===== config.mk =====
export PLATFORM = sky130hd
export DESIGN_NAME = credit_rx_buffer
export DESIGN_NICKNAME = d
export VERILOG_FILES = /design/src/rtl/credit_rx_buffer_pkg.sv /design/src/rtl/credit_rx_buffer_credit_counter.sv /design/src/rtl/credit_rx_buffer.sv
export SDC_FILE = /design/constraint.sdc
export NUM_CORES = 1
export LEC_CHECK = 0
export ABC_AREA = 1
export BUFFER_PORTS_ARGS = -buffer_cell sky130_fd_sc_hd__buf_2
export CORE_UTILIZATION = 40
export CTS_BUF_LIST = sky130_fd_sc_hd__clkbuf_8 sky130_fd_sc_hd__clkbuf_16
export DETAILED_ROUTE_END_ITERATION = 6
export GPL_ROUTABILITY_DRIVEN = 0
export HOLD_SLACK_MARGIN = 0.02
export PLACE_DENSITY = 0.59
export RECOVER_POWER = 100
export SLEW_MARGIN = 20
export SYNTH_ARGS = -nofsm -noshare
export SYNTH_HDL_FRONTEND = slang
export SYNTH_HIERARCHICAL = 1
export SYNTH_SLANG_ARGS = --single-unit

===== constraint.sdc =====
create_clock -name clk -period 2.3 [get_ports clk]
set_clock_uncertainty 0.2 [all_clocks]
set_input_delay 0.345 -clock clk [delete_from_list [all_inputs] [get_ports clk]]
set_output_delay 0.345 -clock clk [all_outputs]
set_load 0.05 [all_outputs]

===== src/rtl/credit_rx_buffer_pkg.sv =====
// credit_rx_buffer_pkg: shared constants for the credit-returning receive buffer
package credit_rx_buffer_pkg;
  localparam int DEFAULT_DATA_W = 16;
  localparam int CREDIT_SLOTS_PER_PULSE = 1;
endpackage


===== src/rtl/credit_rx_buffer_credit_counter.sv =====
// credit_counter: owed-credit backlog, one-per-cycle credit pulse and INIT/RUN tracking
module credit_counter
  import credit_rx_buffer_pkg::*;
#(
  parameter int DEPTH = 8
) (
  input  logic clk,
  input  logic rst_n,
  input  logic pop,
  output logic credit_out,
  output logic init_done
);
  localparam int CW = $clog2(DEPTH + 1);
  typedef enum logic {ST_INIT, ST_RUN} state_e;
  logic [CW-1:0] owed, owed_nx;
  state_e state, state_nx;
  // Each pop adds one owed credit; each cycle with a backlog pays one back
  always_comb begin
    owed_nx  = owed + CW'(pop) - ((owed != '0) ? CW'(CREDIT_SLOTS_PER_PULSE) : '0);
    state_nx = (state == ST_INIT && owed == '0) ? ST_RUN : state;
  end
  // Reset owes the full initial credit grant; RUN is held until the next reset
  always_ff @(posedge clk or negedge rst_n)
    if (!rst_n) begin
      owed       <= CW'(DEPTH);
      credit_out <= 1'b0;
      state      <= ST_INIT;
    end else begin
      owed       <= owed_nx;
      credit_out <= owed != '0;
      state      <= state_nx;
    end
  assign init_done = state == ST_RUN;
endmodule


===== src/rtl/credit_rx_buffer.sv =====
// credit_rx_buffer: first-word-fall-through receive buffer returning one credit per consumed flit
module credit_rx_buffer
  import credit_rx_buffer_pkg::*;
#(
  parameter int DEPTH  = 8,
  parameter int DATA_W = DEFAULT_DATA_W
) (
  input  logic                       clk,
  input  logic                       rst_n,
  input  logic [DATA_W-1:0]          in_data,
  input  logic                       in_valid,
  output logic                       in_ready,
  output logic [DATA_W-1:0]          out_data,
  output logic                       out_valid,
  input  logic                       out_ready,
  output logic                       credit_out,
  output logic                       init_done,
  output logic [$clog2(DEPTH+1)-1:0] occupancy,
  output logic                       overflow_err
);
  localparam int AW = $clog2(DEPTH);
  localparam int OW = $clog2(DEPTH + 1);
  logic [DATA_W-1:0] mem [DEPTH];
  logic [AW-1:0] rd_ptr, wr_ptr;
  logic full, pop, wr_en, drop;
  // A push is stored unless the buffer is full and no pop frees a slot this edge
  always_comb begin
    full  = occupancy == OW'(DEPTH);
    pop   = out_valid && out_ready;
    wr_en = in_valid && (!full || pop);
    drop  = in_valid && full && !pop;
  end
  assign in_ready  = !full;
  assign out_valid = occupancy != '0;
  assign out_data  = mem[rd_ptr];
  // Pointers wrap naturally at the power-of-two depth; occupancy disambiguates full/empty
  always_ff @(posedge clk or negedge rst_n)
    if (!rst_n) begin
      rd_ptr       <= '0;
      wr_ptr       <= '0;
      occupancy    <= '0;
      overflow_err <= 1'b0;
    end else begin
      if (wr_en) wr_ptr <= wr_ptr + 1'b1;
      if (pop) rd_ptr <= rd_ptr + 1'b1;
      occupancy <= occupancy + OW'(wr_en) - OW'(pop);
      if (drop) overflow_err <= 1'b1;
    end
  // Storage is left unreset; out_data is only meaningful while out_valid
  always_ff @(posedge clk)
    if (wr_en) mem[wr_ptr] <= in_data;
  credit_counter #(.DEPTH(DEPTH)) u_credit (
    .clk        (clk),
    .rst_n      (rst_n),
    .pop        (pop),
    .credit_out (credit_out),
    .init_done  (init_done)
  );
endmodule


## Word-level counts from Yosys, hierarchy flattened

Memories as Yosys holds them, arrays and structs flattened.
Index checks and enable logic that the tools add are counted.

- RAM bits: 128
- Register bits after elaboration: 17
- Memories: 1
- Latch bits: 0
- ROM bits: 0
- Output and inout port bits: 25

Memory list:

| memory | depth | width | read ports | clocked after Yosys merged registers in | write ports | RTL line | text |
|---|---|---|---|---|---|---|---|
| mem | 8 | 16 | 1 | 0 | 1 | credit_rx_buffer.sv:23 | `logic [DATA_W-1:0] mem [DEPTH];` |

- Equality and inequality tests: 1
- $mul: 0
- Bitwise gates (word level): 1
- Muxes and demuxes: 3
- Shifts and indexed selects: 0
- Add/subtract/negate cells: 6
- $lt $le $gt $ge: 0
- Divide/modulo/power cells: 0
- Reductions and logical operators: 11

Operators by type and width:

| cell | number |
|---|---|
| 4-bit by 1-bit adder with 4-bit output | 2 |
| 4-bit nonzero test | 2 |
| 3-bit by 1-bit adder with 3-bit output (second input constant) | 2 |
| 1-bit logical AND | 5 |
| 4-bit == test (second input constant) | 1 |
| 4-bit zero test | 1 |
| 4-bit by 1-bit subtractor with 4-bit output | 1 |
| 4-bit subtractor | 1 |
| 1-bit two-way mux | 3 |
| 1-bit zero test | 2 |
| 1-bit logical OR | 1 |
| 1-bit NOT | 1 |

## Depth between registers and ports, before layout

Gate-level depths: netlist (run 1).

- Depth after elaboration: 6
- Mapped depth: 11
- Depth with buffers taken out: 11

## Cells and area by module

Netlist (run 1), hierarchy kept.

Modules (own cells, without submodules):

| module | cells each | instances | area each (sq um) |
|---|---|---|---|
| credit_rx_buffer | 507 | 1 | 5794.3 |
| credit_counter | 36 | 1 | 335.3 |

## Worst setup path before layout (run 1)

OpenSTA, ideal clock, no wires.

- Kind: register to register
- Start point: reg occupancy[2]
- End point: mem mem[2][0] (netlist bit), enable pin
- Library setup time: 0.388 ns
- Arrival time: 2.529 ns
- Cell stages (with the launch flop): 8
- Data required time: 1.712 ns
- Setup slack: -0.818 ns
- Buffers on the path: 0
- Period minus slack after synthesis: 3.118 ns
- Cells stage by stage: dfrtp_1 inv_1 ha_1 nand2_1 nand2_1 nand2_2 nand3_1 nor2_1

- Longest elaborated chain between the ends: 6
- Elaborated cells on any way between the ends: 8

RTL lines:

| what | RTL line | text |
|---|---|---|
| start, declared | credit_rx_buffer.sv:18 | `output logic [$clog2(DEPTH+1)-1:0] occupancy,` |
| start signal, assigned | credit_rx_buffer.sv:46 | `occupancy <= occupancy + OW'(wr_en) - OW'(pop);` |
| 4-bit nonzero test | credit_rx_buffer.sv:34 | `assign out_valid = occupancy != '0;` |
| net out_valid | credit_rx_buffer.sv:14 | `output logic out_valid,` |
| 1-bit logical AND | credit_rx_buffer.sv:29 | `pop = out_valid && out_ready;` |
| 1-bit logical OR | credit_rx_buffer.sv:30 | `wr_en = in_valid && (!full \|\| pop);` |
| 1-bit logical AND | credit_rx_buffer.sv:30 |  |
| 1-bit two-way mux | credit_rx_buffer.sv:51 | `if (wr_en) mem[wr_ptr] <= in_data;` |
| 1-bit two-way mux (not written as such) | credit_rx_buffer.sv:51 |  |
| end, declared | credit_rx_buffer.sv:23 |  |

The timed path passes the listed nets, and every way through them passes these cells.

## Final worst setup path (run 1)

- Start point: reg rd_ptr[0]
- End point: out out_data[5]

- Longest elaborated chain between the ends: 1

RTL lines:

| what | RTL line | text |
|---|---|---|
| start, declared | credit_rx_buffer.sv:24 | `logic [AW-1:0] rd_ptr, wr_ptr;` |
| start signal, assigned | credit_rx_buffer.sv:45 | `if (pop) rd_ptr <= rd_ptr + 1'b1;` |
| memory 8 x 16 bit | - |  |
| end, declared | credit_rx_buffer.sv:13 | `output logic [DATA_W-1:0] out_data,` |

No other way between the ends.

==> out/metrics.yaml, run 1 <==
yosys:
  synthFlopType: "edfxtp_1"
  async_reset_ff_share_pct: 11.72
  syn-cell-area_um2: 6130
  synth_cells: 543
  synth_fp_nets: 577
  yosysWarnings: 6
  yosysSeqAreaShare_pct: 69.67
  syn_avg_cell_area_um2: 11.29
  synth-seq-cells: 145
  synth_edf_count: 128
  ys_types: 25
critical_path:
  critPathTopFamily: "buffers and inverters"
  r2r_end: "mem[2][12]$_DFFE_PP_"
  path_cells: "buf_12, buf_12, nor2_2, nor2_1, o21ai_1, nand2_1, nand2_1, nand2_2, buf_6"
  worst_setup_path_start_kind: "register"
  r2r_start: "occupancy[2]$_DFF_PN0_"
  required_ns: 1.75
  rr_worst_depth: 8
  worstSetupEndpointType: "primary output"
  critPathSlowestCell: "dfrtp_2"
  r2r_slack_ns: 0.07
  critPathMaxFanout: 20
  cp.buffers_inverters: 3
  slowest_delay_ns: 0.44
  crit_arrival_ns: 1.76
  path_class: "register to primary output"
cts:
  cts-root-buf: "clkbuf_16"
  cts-htree-levels: 4
  clk_latency_ns: 0.42
  cts_tree: "yes"
  cts.clk_slew.worst_paths_ns: 0.06
  cts_buffers: 17
  clockBufferDepth: 2
  clock_sinks: 145
layout:
  diodes: 0
  multiInputGateArea_um2: 1664
  syn_to_final_growth_pct: 27.70
  nFillCells: 1297
  stdcell_area_um2: 7828
  final-seq-area_um2: 4275
  drive_gt1_share_pct: 18.01
  instances_no_fill: 828
  nNetsFinal: 665
timing:
  finalHoldViolCount: 0
  fin_tns_setup_ns: -0.009503
  fin_crit_sh_pct: 100.3
  fin_crit_ns: 2.308
  fmax_mhz: 433.3
  report.final.slew_viol_count: 0
  setup_viol: 2
  holdWs_ns: 0.04034
  rsz0062_at_grt: "yes"
  timing.final.ws_setup_ns: -0.007766
  tightest_slew_ns: 1.043
  slew_headroom_pct: 30.45
outcome:
  failed_checks: "negative setup slack"
  status: "finished with violations"
worst_hold_path:
  hold_path_startpoint: "in_valid"
  hold_end: "overflow_err$_DFFE_PN0P_"
  whs_path_depth: 3
  hp-class: "input pin to register"
routing:
  firstDrtPassIters: 4
  drt_iter0_drc: 310
  num_vias: 4093
  detail-route-antenna-nets: 0
  drt-total-wl_um: 13610
  route.detailed.drc: 0
  vias_per_cell: 4.943
  routedWlPerCell_um: 16.44
floorplanning:
  start_util_pct: 41.55
  die-area_um2: 15820
  die_h_um: 125.8
  core_um2: 14750
  rows: 44
  pin_count: 45
  die-width_um: 125.8
global_route:
  grt_pass1_vias: 4033
  grt_use_total_pct: 18.53
  antenna_found_initial: 0
  grt_pass1_wl_um: 21800
  grt_max_degree: 36
  grt_overflow: 0
place:
  placed_cell_area_um2: 6761
  post-place-cells: 774
  numPortBuffers: 44
  dp_slack_ns: 0.07653
  hpwlAfterDp_um: 7738
power:
  peakVddDrop_uv: 698.2
  p_per_area_nw_per_um2: 1522
  power.leakage_nw: 3.111
run:
  drv_cap: 0
-- repair_timing --
item | CTS | global route
setup buffers | 1 | 0
hold endpoints to repair | 145 | 0
endpoints found under the setup margin | 16 | 17
hold buffers | 17 | 0
cloned | 2 | 2
gates resized for setup | 49 | 36
-- worst register-to-register path, cell delays in order, from the launching register on --
cell     delay (ns)
dfrtp_2        0.36
inv_2          0.05
ha_1           0.22
nand2_4        0.06
nand2_1        0.15
nand2_2        0.14
nand3_1        0.29
nor2_4         0.21
buf_4          0.23
-- cells in the mapped netlist, drive strengths merged, types with 2 or more instances --
cell / number / area [um^2]
o21ai: 49 / 245.2
edfxtp: 128 / 3844
clkbuf: 3 / 11.26
xnor2: 3 / 26.28
ha: 12 / 150.1
nand3: 13 / 65.06
nand2: 171 / 646.9
nor2: 60 / 225.2
dfrtp: 16 / 400.4
buf: 21 / 123.9
inv: 41 / 153.9
a21oi: 2 / 10.01
fa: 2 / 40.04
o211ai: 16 / 120.1
xor2: 2 / 17.52
-- flip-flops by register name, summed over array words and instances (netlist names) --
register             count
u_credit/init_done       1
mem                    128
wr_ptr                   3
u_credit/owed            4
u_credit/credit_out      1
overflow_err             1
rd_ptr                   3
occupancy                4
-- where the power goes --
group	internal, W	switching, W	leakage (nW)
Sequential	0.00334	0.000210	1.35
Clock	0.00178	0.00103	0.293
Combinational	0.00202	0.00354	1.46
-- per-stage QoR --
step	power, W	utilization [%]
6_report	0.01191	53.05
5_1_grt	0.01262	53.05
4_1_cts	0.01175	52.52
3_5_place_dp	0.008236	45.83
3_3_place_gp	0.008123	45.83
2_1_floorplan	0.006992	-
-- area by class of cell --
cell class,count,area share (%)
sequential,145,54.62
multi-input combinational,332,21.26
timing repair buffer,93,11.46
clock inverter,15,2.238
clock buffer,17,5.435
inverter,42,2.046
tap,184,2.941
-- per-layer routing --
metal | vias up | wire (um) | share of wire (%) | GRT usage [%]
met5 | - | 0 | 0 | 0
met4 | 0 | 216 | 1.6 | 6.591
met3 | 15 | 525 | 3.9 | 3.866
met2 | 71 | 6528 | 48 | 30.16
met1 | 2000 | 6342 | 47 | 24.70
li1 | 2007 | - | - | -
-- worst max path at each step --
stage                               startpoint                    endpoint  slack [ns]  cells past startpoint
finish                   rd_ptr[0]$_DFFE_PN0N_                 out_data[5]      -0.008                      9
global route             rd_ptr[0]$_DFFE_PN0N_                 out_data[7]       -0.12                      9
CTS                      rd_ptr[0]$_DFFE_PN0N_                 out_data[4]       -0.02                      9
detailed placement  u_credit/owed[3]$_DFF_PN1_  u_credit/owed[2]$_DFF_PN0_        0.08                      9
global placement    u_credit/owed[3]$_DFF_PN1_  u_credit/owed[1]$_DFF_PN0_        0.15                      9
floorplan               occupancy[2]$_DFF_PN0_         mem[0][0]$_DFFE_PP_       -0.04                      7
-- cell families after synthesis --
| family | share of synthesized area [%] |
|---|---|
| buffers and inverters | 4.776 |
| AND/OR/NAND/NOR | 15.49 |
| XOR/XNOR | 0.7146 |
| flip-flops | 69.67 |
| AO/OA/AOI/OAI | 6.246 |
| adder cells (fa/ha/maj) | 3.103 |
-- layout by cell type, fill, tap and decap left out, types with 13 or more instances in the layout --
| cell type | synthesis | layout |
|---|---|---|
| o21ai_0 | 33 | 21 |
| inv_1 | 39 | 38 |
| nand2_1 | 169 | 161 |
| o21ai_1 | 16 | 26 |
| buf_4 | 3 | 18 |
| buf_6 | 2 | 17 |
| nand3_1 | 13 | 13 |
| clkbuf_16 | 0 | 19 |
| edfxtp_1 | 128 | 128 |
| dlygate4sd3_1 | 0 | 17 |
| nor2_1 | 60 | 44 |
| o211ai_1 | 16 | 16 |
| clkbuf_1 | 3 | 24 |
No activity file was read; power rests on OpenSTA's default activity.
==> run 2, diff against run 1 <==
ABC_AREA = not set   (was 1)
==> out/metrics.yaml, run 2 <==
outcome:
  status: "finished with violations"  # unchanged
  failed_checks: "negative setup slack"  # unchanged
floorplanning:
  die-area_um2: 15220  # was 15820 um^2
  die_h_um: 123.4  # was 125.8 um
  core_um2: 14150  # was 14750 um^2
  die-width_um: 123.4  # was 125.8 um
  start_util_pct: 41.64  # was 41.55%
  pin_count: 45  # unchanged
  rows: 43  # was 44
critical_path:
  required_ns: 1.75  # about the same
  crit_arrival_ns: 2.06  # was 1.76 ns
  critPathMaxFanout: 6  # was 20
  worstSetupEndpointType: "primary output"  # unchanged
  path_class: "register to primary output"  # unchanged
  worst_setup_path_start_kind: "register"  # unchanged
routing:
  drt_iter0_drc: 198  # was 310
  routedWlPerCell_um: 19.19  # was 16.44 um
  num_vias: 2940  # was 4093
  drt-total-wl_um: 11360  # was 13610 um
  vias_per_cell: 4.966  # was 4.943
  route.detailed.drc: 0  # unchanged
  detail-route-antenna-nets: 0  # unchanged
  firstDrtPassIters: 4  # unchanged
power:
  peakVddDrop_uv: 696.8  # was 698.2 uV
  p_per_area_nw_per_um2: 1478  # was 1522 nW/um^2
  power.leakage_nw: 2.832  # was 3.111 nW
yosys:
  synth_area_leader_cell: "edfxtp_1"  # unchanged
  synth_top_area_share_pct: 65.24  # was 62.71%
  async_reset_ff_share_pct: 11.72  # unchanged
  synthFlopType: "edfxtp_1"  # unchanged
  syn-cell-area_um2: 5892  # was 6130 um^2
  synth_edf_count: 128  # unchanged
  syn_avg_cell_area_um2: 21.27  # was 11.29 um^2
  synth_area_leaders: "edfxtp_1 (65%), mux4_1 (12%), dfrtp_1 (6.8%), mux2_2 (3.2%), ha_1 (2.5%)"  # was edfxtp_1 (63%), nand2_1 (10%), dfrtp_1 (6.5%), nor2_1 (3.7%), o21ai_0 (2.7%)
  yosysSeqAreaShare_pct: 72.48  # was 69.67%
  synth_fp_nets: 311  # was 577
  synth.most_common_cell: "edfxtp_1"  # was nand2_1
  synth_cells: 277  # was 543
  yosysWarnings: 6  # unchanged
  synth-seq-cells: 145  # unchanged
  ys_types: 33  # was 25
  synth_common_cells: "edfxtp_1 (128), mux4_1 (27), mux2_2 (17), dfrtp_1 (16), inv_1 (14)"  # was nand2_1 (169), edfxtp_1 (128), nor2_1 (60), inv_1 (39), o21ai_0 (33)
place:
  hpwlAfterDp_um: 6156  # was 7738 um
  post-place-cells: 518  # was 774
  placed_cell_area_um2: 6628  # was 6761 um^2
  numPortBuffers: 44  # unchanged
  dp_slack_ns: -0.1411  # was 0.07653 ns
timing:
  fin_tns_setup_ns: -7.788  # was -0.009503 ns
  fmax_mhz: 384.4  # was 433.3 MHz
  timing.final.ws_setup_ns: -0.3016  # was -0.007766 ns
  finalHoldViolCount: 0  # unchanged
  report.final.slew_viol_count: 0  # unchanged
  fin_crit_ns: 2.602  # was 2.308 ns
  slew_headroom_pct: 32.68  # was 30.45%
  setup_viol: 71  # was 2
  tightest_slew_ns: 1.010  # was 1.043 ns
  rsz0062_at_grt: "yes"  # unchanged
  fin_crit_sh_pct: 113.1  # was 100.3%
layout:
  nFillCells: 1106  # was 1297
  fin_util_pct: 55.30  # was 53.05%
  largest_register: "mem"  # unchanged
  drive_gt1_share_pct: 41.26  # was 18.01%
  layout_commonest_cell: "edfxtp_1"  # was nand2_1
  final_cell_mix: "edfxtp_1 (128), buf_4 (36), clkbuf_1 (26)"  # was nand2_1 (161), edfxtp_1 (128), nor2_1 (44)
  largest_register_ffs: 128  # unchanged
  stdcell_area_um2: 7825  # was 7828 um^2
  diodes: 0  # unchanged
  reg_top3: "mem x128, occupancy x4, u_credit/owed x4"  # unchanged
  nNetsFinal: 435  # was 665
  syn_to_final_growth_pct: 32.81  # was 27.70%
  instances_no_fill: 592  # was 828
global_route:
  grt_pass1_vias: 3020  # was 4033
  grt_overflow: 0  # unchanged
  grt_pass1_wl_um: 17350  # was 21800 um
  grt_use_total_pct: 16.59  # was 18.53%
  antenna_found_initial: 0  # unchanged
  grt_max_degree: 28  # was 36
cts:
  cts-root-buf: "clkbuf_16"  # unchanged
  cts.clk_slew.worst_paths_ns: 0.06  # about the same
  cts-htree-levels: 4  # unchanged
  cts_tree: "yes"  # unchanged
  clk_latency_ns: 0.41  # was 0.42 ns
  clockBufferDepth: 2  # unchanged
  cts_buffers: 17  # unchanged
  clock_sinks: 145  # unchanged
worst_hold_path:
  hp-class: "input pin to register"  # unchanged
run:
  drv_cap: 0  # unchanged
## run 2: cell count changes after synthesis, sizes merged, moves of 3 or more
| cell | previous run | this run |
|---|---|---|
| buf | 21 | 10 |
| inv | 41 | 14 |
| mux2 | 0 | 18 |
| mux4 | 0 | 32 |
| nand2 | 171 | 4 |
| nand2b | 0 | 3 |
| nand3 | 13 | 2 |
| nor2 | 60 | 6 |
| nor3 | 0 | 4 |
| o211ai | 16 | 1 |
| o21ai | 49 | 2 |
| xnor2 | 3 | 6 |
## run 2: what timing repair did
action	CTS	global route
setup buffers	18	9
hold buffers	17	0
endpoints found under the setup margin	134	23
pin swaps	13	11
gates resized for setup	92	17
gates cloned	2	0
endpoints found under the hold margin	145	0
## run 2: final timing paths
check                                                 end                      startpoint  cells past startpoint  slack [ns]
max                                          out_data[11]           rd_ptr[1]$_DFFE_PN0N_                      5       -0.30
min                                 rd_ptr[2]$_DFFE_PN0N_                       out_ready                      4        0.17
max reg2reg                        occupancy[1]$_DFF_PN0_          occupancy[2]$_DFF_PN0_                      9       -0.24
min reg2reg                u_credit/init_done$_DFFE_PN0P_  u_credit/init_done$_DFFE_PN0P_                      1        0.27
max in group asynchronous           rd_ptr[1]$_DFFE_PN0N_                           rst_n                      2        0.79
min in group asynchronous      u_credit/owed[0]$_DFF_PN0_                           rst_n                      2        0.43
## run 2: cells by family after synthesis
| logic type | after synthesis | share of synthesized area, % |
|---|---|---|
| fa+ha+maj | 14 | 3.228 |
| xor+xnor | 8 | 1.189 |
| mux | 51 | 17.56 |
| compound gates | 8 | 1.019 |
| simple gates | 25 | 2.230 |
| buf+inv | 26 | 2.293 |
| flops | 145 | 72.48 |
## run 2: power breakdown
part           total, W  internal [W]  switching (W)
clock network   0.00255       0.00156       0.000989
registers       0.00360       0.00340       0.000195
logic           0.00542       0.00257        0.00285
## run 2: worst max-delay path, cell delays in order (launching register included)
cell	delay [ns]
dfrtp_2	0.43
buf_12	0.14
buf_16	0.13
mux4_2	0.50
mux2_4	0.29
buf_8	0.15
## run 2: per-stage QoR
stage	total power (W)	hold slack [ns]
after CTS	0.01160	0.1556
after global routing	0.01214	0.1701
after detailed placement	0.007863	0.1112
after global placement	0.007779	0.1037
after floorplan	0.006754	-0.1506
final	0.01157	0.1749
## run 2: cell type report
| class | instances | area [um^2] | area share (%) |
|---|---|---|---|
| Tap cell | 180 | 225.2 | 2.878 |
| Timing Repair Buffer | 117 | 1114 | 14.23 |
| Clock inverter | 13 | 123.9 | 1.583 |
| Sequential cell | 145 | 4274 | 54.62 |
| Multi-Input combinational cell | 106 | 1608 | 20.55 |
| Clock buffer | 17 | 425.4 | 5.437 |
| Inverter | 14 | 55.05 | 0.7036 |
## run 2: metal layers
layer	vias to the layer above	share of wire [%]	track usage [%]
met1	1516	46	21.88
met5	-	0	0
met3	15	2.6	4.336
li1	1362	-	-
met2	47	50	25.84
met4	0	1.7	7.530
